### src/rtl/fifo_ctrl_v2_pkg.sv
// Shared FIFO definitions: read-mode constants and the pointer wrap helper.
// Used by the FIFO controller and its storage.
package fifo_defs;

  localparam int FWFT_OFF = 0;
  localparam int FWFT_ON  = 1;

  // Wraps at depth-1 rather than relying on power-of-two rollover.
  function automatic int unsigned ptr_inc(input int unsigned ptr, input int unsigned depth);
    return (ptr == depth - 1) ? 0 : ptr + 1;
  endfunction

endpackage

### src/rtl/fifo_ctrl_v2_mem_dp.sv
// Simple dual-port RAM for the FIFO: synchronous write, asynchronous read.
// Contents are deliberately not reset.
module fifo_mem_dp #(
  parameter int WIDTH = 8,
  parameter int DEPTH = 32,
  parameter int ADDR_WIDTH = $clog2(DEPTH)
) (
  input  logic                  clk,
  input  logic                  we,
  input  logic [ADDR_WIDTH-1:0] waddr,
  input  logic [WIDTH-1:0]      wdata,
  input  logic [ADDR_WIDTH-1:0] raddr,
  output logic [WIDTH-1:0]      rdata
);

  logic [WIDTH-1:0] mem [DEPTH];

  always_ff @(posedge clk) begin
    if (we) mem[waddr] <= wdata;
  end

  assign rdata = mem[raddr];

endmodule

### src/rtl/fifo_ctrl_v2.sv
// Synchronous FIFO with selectable registered/FWFT read, occupancy count,
// programmable almost-full/almost-empty flags and sticky overflow/underflow.
module fifo_ctrl_v2 #(
  parameter int WIDTH         = 8,
  parameter int DEPTH         = 32,
  parameter int FWFT          = 0,
  parameter int AFULL_THRESH  = DEPTH - 4,
  parameter int AEMPTY_THRESH = 4,
  parameter int POINTER_WIDTH = $clog2(DEPTH)
) (
  input  logic                     clk,
  input  logic                     rst,
  input  logic                     wr_en,
  input  logic [WIDTH-1:0]         din,
  output logic                     full,
  output logic                     almost_full,
  input  logic                     rd_en,
  output logic [WIDTH-1:0]         dout,
  output logic                     dout_valid,
  output logic                     empty,
  output logic                     almost_empty,
  output logic [POINTER_WIDTH:0]   count,
  input  logic                     err_clr,
  output logic                     overflow,
  output logic                     underflow
);
  import fifo_defs::*;

  localparam logic [POINTER_WIDTH:0] CNT_DEPTH = (POINTER_WIDTH + 1)'(DEPTH);
  localparam logic [POINTER_WIDTH:0] CNT_ONE   = 1;

  logic [POINTER_WIDTH-1:0] wr_ptr;
  logic [POINTER_WIDTH-1:0] rd_ptr;
  logic [POINTER_WIDTH:0]   count_q;
  logic [WIDTH-1:0]         rdata;
  logic                     wr_fire;
  logic                     rd_fire;

  // Handshake: wr_en is a request, !full its ready; rd_en is a request,
  // !empty its ready. A transfer happens only when both are high at the edge;
  // there is no same-cycle bypass in either direction.
  assign wr_fire = wr_en && !full;
  assign rd_fire = rd_en && !empty;

  assign count        = count_q;
  assign full         = (count_q == CNT_DEPTH);
  assign empty        = (count_q == '0);
  assign almost_full  = (int'(count_q) >= AFULL_THRESH);
  assign almost_empty = (int'(count_q) <= AEMPTY_THRESH);

  fifo_mem_dp #(
    .WIDTH(WIDTH),
    .DEPTH(DEPTH),
    .ADDR_WIDTH(POINTER_WIDTH)
  ) u_mem (
    .clk  (clk),
    .we   (wr_fire),
    .waddr(wr_ptr),
    .wdata(din),
    .raddr(rd_ptr),
    .rdata(rdata)
  );

  always_ff @(posedge clk) begin
    if (rst) begin
      wr_ptr  <= '0;
      rd_ptr  <= '0;
      count_q <= '0;
    end else begin
      if (wr_fire) wr_ptr <= POINTER_WIDTH'(ptr_inc(32'(wr_ptr), DEPTH));
      if (rd_fire) rd_ptr <= POINTER_WIDTH'(ptr_inc(32'(rd_ptr), DEPTH));
      case ({wr_fire, rd_fire})
        2'b10:   count_q <= count_q + CNT_ONE;
        2'b01:   count_q <= count_q - CNT_ONE;
        default: count_q <= count_q;
      endcase
    end
  end

  // A new error event outranks a simultaneous clear.
  always_ff @(posedge clk) begin
    if (rst) begin
      overflow  <= 1'b0;
      underflow <= 1'b0;
    end else begin
      if (wr_en && full)     overflow <= 1'b1;
      else if (err_clr)      overflow <= 1'b0;
      if (rd_en && empty)    underflow <= 1'b1;
      else if (err_clr)      underflow <= 1'b0;
    end
  end

  generate
    if (FWFT == FWFT_OFF) begin : g_std
      logic [WIDTH-1:0] dout_q;
      logic             valid_q;

      // dout keeps its last word when no read fires; only valid drops.
      always_ff @(posedge clk) begin
        if (rst) begin
          dout_q  <= '0;
          valid_q <= 1'b0;
        end else begin
          valid_q <= rd_fire;
          if (rd_fire) dout_q <= rdata;
        end
      end

      assign dout       = dout_q;
      assign dout_valid = valid_q;
    end else begin : g_fwft
      assign dout       = empty ? '0 : rdata;
      assign dout_valid = !empty;
    end
  endgenerate

endmodule

### config.mk
export PLATFORM = sky130hd
export DESIGN_NAME = fifo_ctrl_v2
export DESIGN_NICKNAME = d
export VERILOG_FILES = /design/src/rtl/fifo_ctrl_v2_pkg.sv /design/src/rtl/fifo_ctrl_v2_mem_dp.sv /design/src/rtl/fifo_ctrl_v2.sv
export SDC_FILE = /design/constraint.sdc
export NUM_CORES = 1
export LEC_CHECK = 0
export CAP_MARGIN = 20
export CORE_MARGIN = 5
export CORE_UTILIZATION = 50
export CTS_CLUSTER_DIAMETER = 30
export DETAILED_ROUTE_END_ITERATION = 16
export GPL_ROUTABILITY_DRIVEN = 1
export PLACE_DENSITY = 0.66
export SLEW_MARGIN = 20
export SYNTH_ARGS = -nofsm -noshare
export SYNTH_HDL_FRONTEND = slang
export SYNTH_SLANG_ARGS = --single-unit
### constraint.sdc
create_clock -name clk -period 3.6 [get_ports clk]
set_input_delay 0.54 -clock clk [delete_from_list [all_inputs] [get_ports clk]]
set_output_delay 0.54 -clock clk [all_outputs]
set_load 0.05 [all_outputs]
# Word level (Yosys, flattened, before mapping)
# Memories as Yosys holds them, arrays and structs flattened. A register that Yosys moved wholly into a read port is not among the register bits.
# Index checks and enable logic that the tools add are counted.
[totals]
ram_bits = 256
ff_bits = 19
inputBits = 13
memories = 1
[op_classes]
order_cmp = 2
eq_ne = 5
n_reduce_logical = 10
add_sub_neg = 4
n_mux = 8
[mem_list]
columns = ["memory", "words", "word_bits", "rd", "rd_clocked_by_memory_dff", "write_ports", "line", "rtl"]
rows = [
  ["u_mem.mem", 32, 8, 1, 1, 1, "fifo_ctrl_v2_mem_dp.sv:16", "logic [WIDTH-1:0] mem [DEPTH];"],
]
[ops]
columns = ["operator", "count"]
rows = [
  ["6-bit one-hot mux with 2 select lines", 1],
  ["5-bit by 1-bit adder with 5-bit output (second input constant)", 2],
  ["5-bit equality test (second input constant)", 2],
  ["5-bit two-way mux", 2],
  ["6-bit by 1-bit adder with 6-bit output (second input constant)", 1],
  ["6-bit equality test (second input constant)", 1],
  ["6-bit by 5-bit >= comparator with 1-bit output (second input constant)", 1],
  ["6-bit by 3-bit less-or-equal comparator with 1-bit output (second input constant)", 1],
  ["6-bit logical NOT", 1],
  ["2-bit nonzero test", 3],
  ["6-bit by 1-bit subtractor with 6-bit output (second input constant)", 1],
  ["1-bit two-way mux", 5],
  ["1-bit logical AND", 4],
  ["2-bit by 1-bit equality test with 1-bit output (second input constant)", 1],
  ["2-bit equality test (second input constant)", 1],
  ["1-bit logical NOT", 2],
]

# Longest topological paths before layout
[logic_depth]
word_depth = 5
ltp_mapped = 15
ltp_nobuf = 12

# By module
# A second synthesis with hierarchy kept.
[unflattened]
cells_unflattened = 570
hier_area_um2 = 11239.5
[modules_own_cells]
columns = ["module", "seq_area_each_um2", "instances", "cells_each", "area_each_um2"]
rows = [
  ["fifo_mem_dp", 7687.4, 1, 409, 9893.2],
  ["fifo_ctrl_v2", 540.5, 1, 161, 1346.3],
]

# Worst setup path after synthesis
# Ideal clock, no wire load.
[synth_path]
path_kind = "register to output"
from = "register count_q[1], in the netlist count[1]"
to = "output almost_empty"
path_buffers = 1
slack_ps = -458
stages_incl_launch_ff = 4
arrival_ps = 3518
required_time_ps = 3060
cell_sequence = "dfxtp_1 -> buf_2 -> or2_2 -> a2111oi_0"
[synth_via]
elab_chain_len = 1
[synth_lines]
columns = ["element", "line", "rtl"]
rows = [
  ["from (decl)", "fifo_ctrl_v2.sv:34", "logic [POINTER_WIDTH:0] count_q;"],
  ["from (signal assigned)", "fifo_ctrl_v2.sv:73", "2'b10: count_q <= count_q + CNT_ONE;"],
  ["from (signal assigned)", "fifo_ctrl_v2.sv:74", "2'b01: count_q <= count_q - CNT_ONE;"],
  ["from (signal assigned)", "fifo_ctrl_v2.sv:75", "default: count_q <= count_q;"],
  ["6-bit by 3-bit less-or-equal comparator with 1-bit output", "fifo_ctrl_v2.sv:49", "assign almost_empty = (int'(count_q) <= AEMPTY_THRESH);"],
  ["to (decl)", "fifo_ctrl_v2.sv:21", "output logic almost_empty,"],
]
# Every way passes these cells.

# Worst setup path after layout
[layout_path]
from = "register count_q[2], in the netlist count[2]"
to = "register count_q[4], in the netlist count[4]"
[layout_via]
elab_chain_len = 5
[layout_lines]
columns = ["element"]
rows = [
  ["parallel branches: the longest is 5 deep, another holds 6-bit by 1-bit subtractor with 6-bit output"],
]
# Parallel ways; which one is timed is not known.
# A chain may end at the register's enable or synchronous reset.

==> summary.txt <==
Yosys
  • Post-synth top area cell: edfxtp_1
  • Synth top area share: 67.0%
  • Post-synthesis sequential area ratio: 71.7%
  • Synth Register Bits: 283
  • Post-Synthesis Cell Area: 11,500 um^2
  • Number of enable flip-flop cells after synthesis: 256
  • Synth Instances: 651
  • Largest cells by area after synthesis: edfxtp_1 67%, mux4_2 11%, dfxtp_1 4.7%
  • Count of cell types in the netlist: 60
  • Ys Warns: 0
  • Syn Nets: 674
  • Share of synthesized registers carrying an async set or reset: 0%
  • Mapped Avg Cell Area: 17.6 um^2
  • Main synth FF type: edfxtp_1

Clock tree
  • CTS tree: built
  • Clock transition at path regs: 0.05 ns
  • CTS buffer count: 46
  • # hold bufs at CTS: 0
  • Post-CTS Setup Inserts: 0
  • CTS H-tree lvls: 2
  • Maximum clock path buffer count: 3
  • Clock Latency Late Sink: 0.55 ns
  • Clk sinks: 283
  • Post_cts resized: 0
  • Root Buffer: clkbuf_16

Critical path
  • CP arrival: 3.57 ns
  • R2r setup slk: 0.42 ns
  • End point of the critical path: count[4]
  • Reg2reg start: count[2]
  • CP Class: reg2reg
  • Endpoint type of the worst setup path: register
  • Worst Path Max Fanout: 12
  • Kind of start point of the critical path: register
  • Worst R2R Path Depth: 12
  • Worst r2r dst: count[4]
  • Critical path required time: 3.99 ns
  • Setup crit start: count[2]

Drt
  • DR WL/cell: 23.6 um
  • DRC Markers: 0
  • Via Count: 6,309
  • Drt pass-1 iters: 5
  • Via-to-Cell Ratio: 5.97
  • Antenna Nets Post-Route: 0
  • Final WL: 24,900 um
  • DR iter-0 viols: 764

Placement
  • Placed cell area: 12,200 um^2
  • Pre-CTS setup slack: 0.481 ns
  • Hpwl dp: 15,300 um
  • Routability cong.: 0.836
  • PortBufs: 33
  • Placed insts: 970

Final layout
  • Commonest non-fill, non-tap cell in the layout: edfxtp_1
  • Commonest non-fill, non-tap cells in the layout: 256 x edfxtp_1, 56 x mux4_2, 54 x nor2_1, 47 x clkbuf_16, 42 x buf_4
  • Layout cells sized above 1: 25.6%
  • Final Cell Area: 13,900 um^2
  • Synth-to-Final Area Change: 20.9%
  • Antenna fix cells: 0
  • Nets: 756
  • Fin cells: 1,056

Power and ir drop
  • VDD IR-drop max: 493 uV
  • PwrDens: 770 nW/um^2
  • Sequential power share: 37.2%
  • Sw Share: 28.4%
  • Clock network fraction of total power: 42.7%
  • Net Sw Power: 3.04 mW
  • Logic pwr share: 20.2%
  • Tot Pwr: 10.7 mW
  • Int Power: 7.65 mW
  • Leakage: 4.54 nW

Global routing
  • Met3 GRT Util: 3.55%
  • GRT overflow: 0
  • Largest net degree at the start of global routing: 47
  • Grt peak-use layer: met2
  • Tot GR Track Use: 19.4%
  • Met1 GRT Util: 27.9%
  • Number of global-route vias before repair: 6,386
  • First-pass GRT wire length: 38,600 um
  • Grt met2 use: 30.7%
  • Initial antenna violation count: 0

Timing
  • Final Slew Violations: 0
  • Fin crit share: 88.5%
  • Rel. slew slack: 38.0%
  • Finish-stage setup viols: 0
  • RSZ-0062 raised after global routing: no
  • Fin. Hold Viols: 0
  • Setup_tns: 0 ns
  • Skew final: 0.0323 ns
  • Worst Slack Setup Final: 0.416 ns
  • Fin crit period: 3.18 ns
  • Worst slew pin tran: 0.927 ns
  • Max Freq: 0.314 GHz

Worst hold path
  • Hold Path Class: reg2reg

Floorplanning
  • Initial core utilization: 50.7%
  • Io pins: 34
  • Die area: 26,100 um^2
  • Core area: 22,600 um^2
  • Die Height: 162 um
  • Rows: 55
  • Die Width: 162 um

Run
  • Max-cap violations: 0

Outcome
  • Run status: complete, no violations
worst max-delay path, stage by stage, from the launching register on:
cell,delay [ns]
dfxtp_1,0.41
or4b_2,0.74
nor2_4,0.12
nor2b_1,0.08
inv_2,0.13
ha_1,0.33
xor2_1,0.11
ha_1,0.19
a21oi_1,0.25
o22ai_1,0.13
a222oi_1,0.31
or3_1,0.16
a21oi_1,0.06
logic make-up after synthesis:
family                     synth area share, %
AOI/OAI and AO/OA                         4.79
buffers and inverters                     2.49
muxes                                     14.0
adders and majority gates                 1.09
xor gates and xnor gates                 0.305
and+or+nand+nor                           5.67
DFF                                       71.7
layer usage:
metal | routed length, um | up-vias
met1 | 10800 | 3246
met5 | 0 | -
met3 | 1680 | 46
li1 | - | 2778
met2 | 11900 | 239
met4 | 539 | 0
power groups by stage:
| stage | Combinational, mW | Clock, mW | Sequential, mW |
|---|---|---|---|
| 3_5_place_dp | 2.16 | 0 | 4.05 |
| 6_report | 2.16 | 4.56 | 3.97 |
| 5_1_grt | 2.30 | 4.80 | 4.01 |
| 4_1_cts | 2.17 | 4.62 | 3.98 |
| 3_3_place_gp | 2.13 | 0 | 4.03 |
| 2_1_floorplan | 1.51 | 0 | 4.09 |
synthesized netlist by cell type, types with 2 or more instances:
cell type / count
edfxtp_1: 256
mux4_2: 56
nor2_1: 55
mux2i_1: 31
dfxtp_1: 27
a21oi_1: 26
nand2_1: 20
clkbuf_1: 17
nor2b_1: 14
o21ai_0: 12
buf_2: 10
ha_1: 10
nand3_1: 8
a22oi_1: 7
buf_4: 7
inv_1: 7
nor3_1: 6
a31oi_1: 5
nand3b_1: 5
a2111oi_0: 4
o21ai_1: 4
a221oi_1: 3
and3_1: 3
mux2_2: 3
nand2b_1: 3
o2111ai_1: 3
or3_1: 3
xor2_1: 3
a211o_1: 2
a211oi_1: 2
a221o_1: 2
buf_1: 2
buf_12: 2
buf_6: 2
inv_2: 2
nor4_1: 2
o211ai_1: 2
or3b_2: 2
or4_1: 2
final cells by class:
type / count / area [um^2]
clock buffers: 50 / 1190
clock inverters: 36 / 455
fillers: 1590 / 8770
inverters: 9 / 33.8
multi-input cells: 318 / 2970
flip-flops and latches: 283 / 8230
well taps: 285 / 357
repair buffers: 75 / 631
worst min path at each step:
stage	start	to	slack, ns	depth (start not counted)
final	dout[2]	dout[2]	0.50	2
after global placement	dout[2]	dout[2]	0.47	2
after global routing	dout[2]	dout[2]	0.54	2
after CTS	dout[2]	dout[2]	0.49	2
after floorplan	wr_ptr[3]	wr_ptr[3]	0.49	2
after detailed placement	dout[2]	dout[2]	0.49	2
state kept, by name, summed over array words and instances (netlist names):
register / flops
count: 6
wr_ptr: 5
underflow: 1
dout_valid: 1
rd_ptr: 5
overflow: 1
u_mem.mem: 256
dout: 8
per-stage QoR:
step,util (%),hold WS (ns)
final,61.3,0.497
after CTS,61.3,0.494
after floorplan,-,0.493
after global routing,61.3,0.540
after global placement,54.1,0.467
after detailed placement,54.1,0.487
Power figures use the tool's default switching activity.
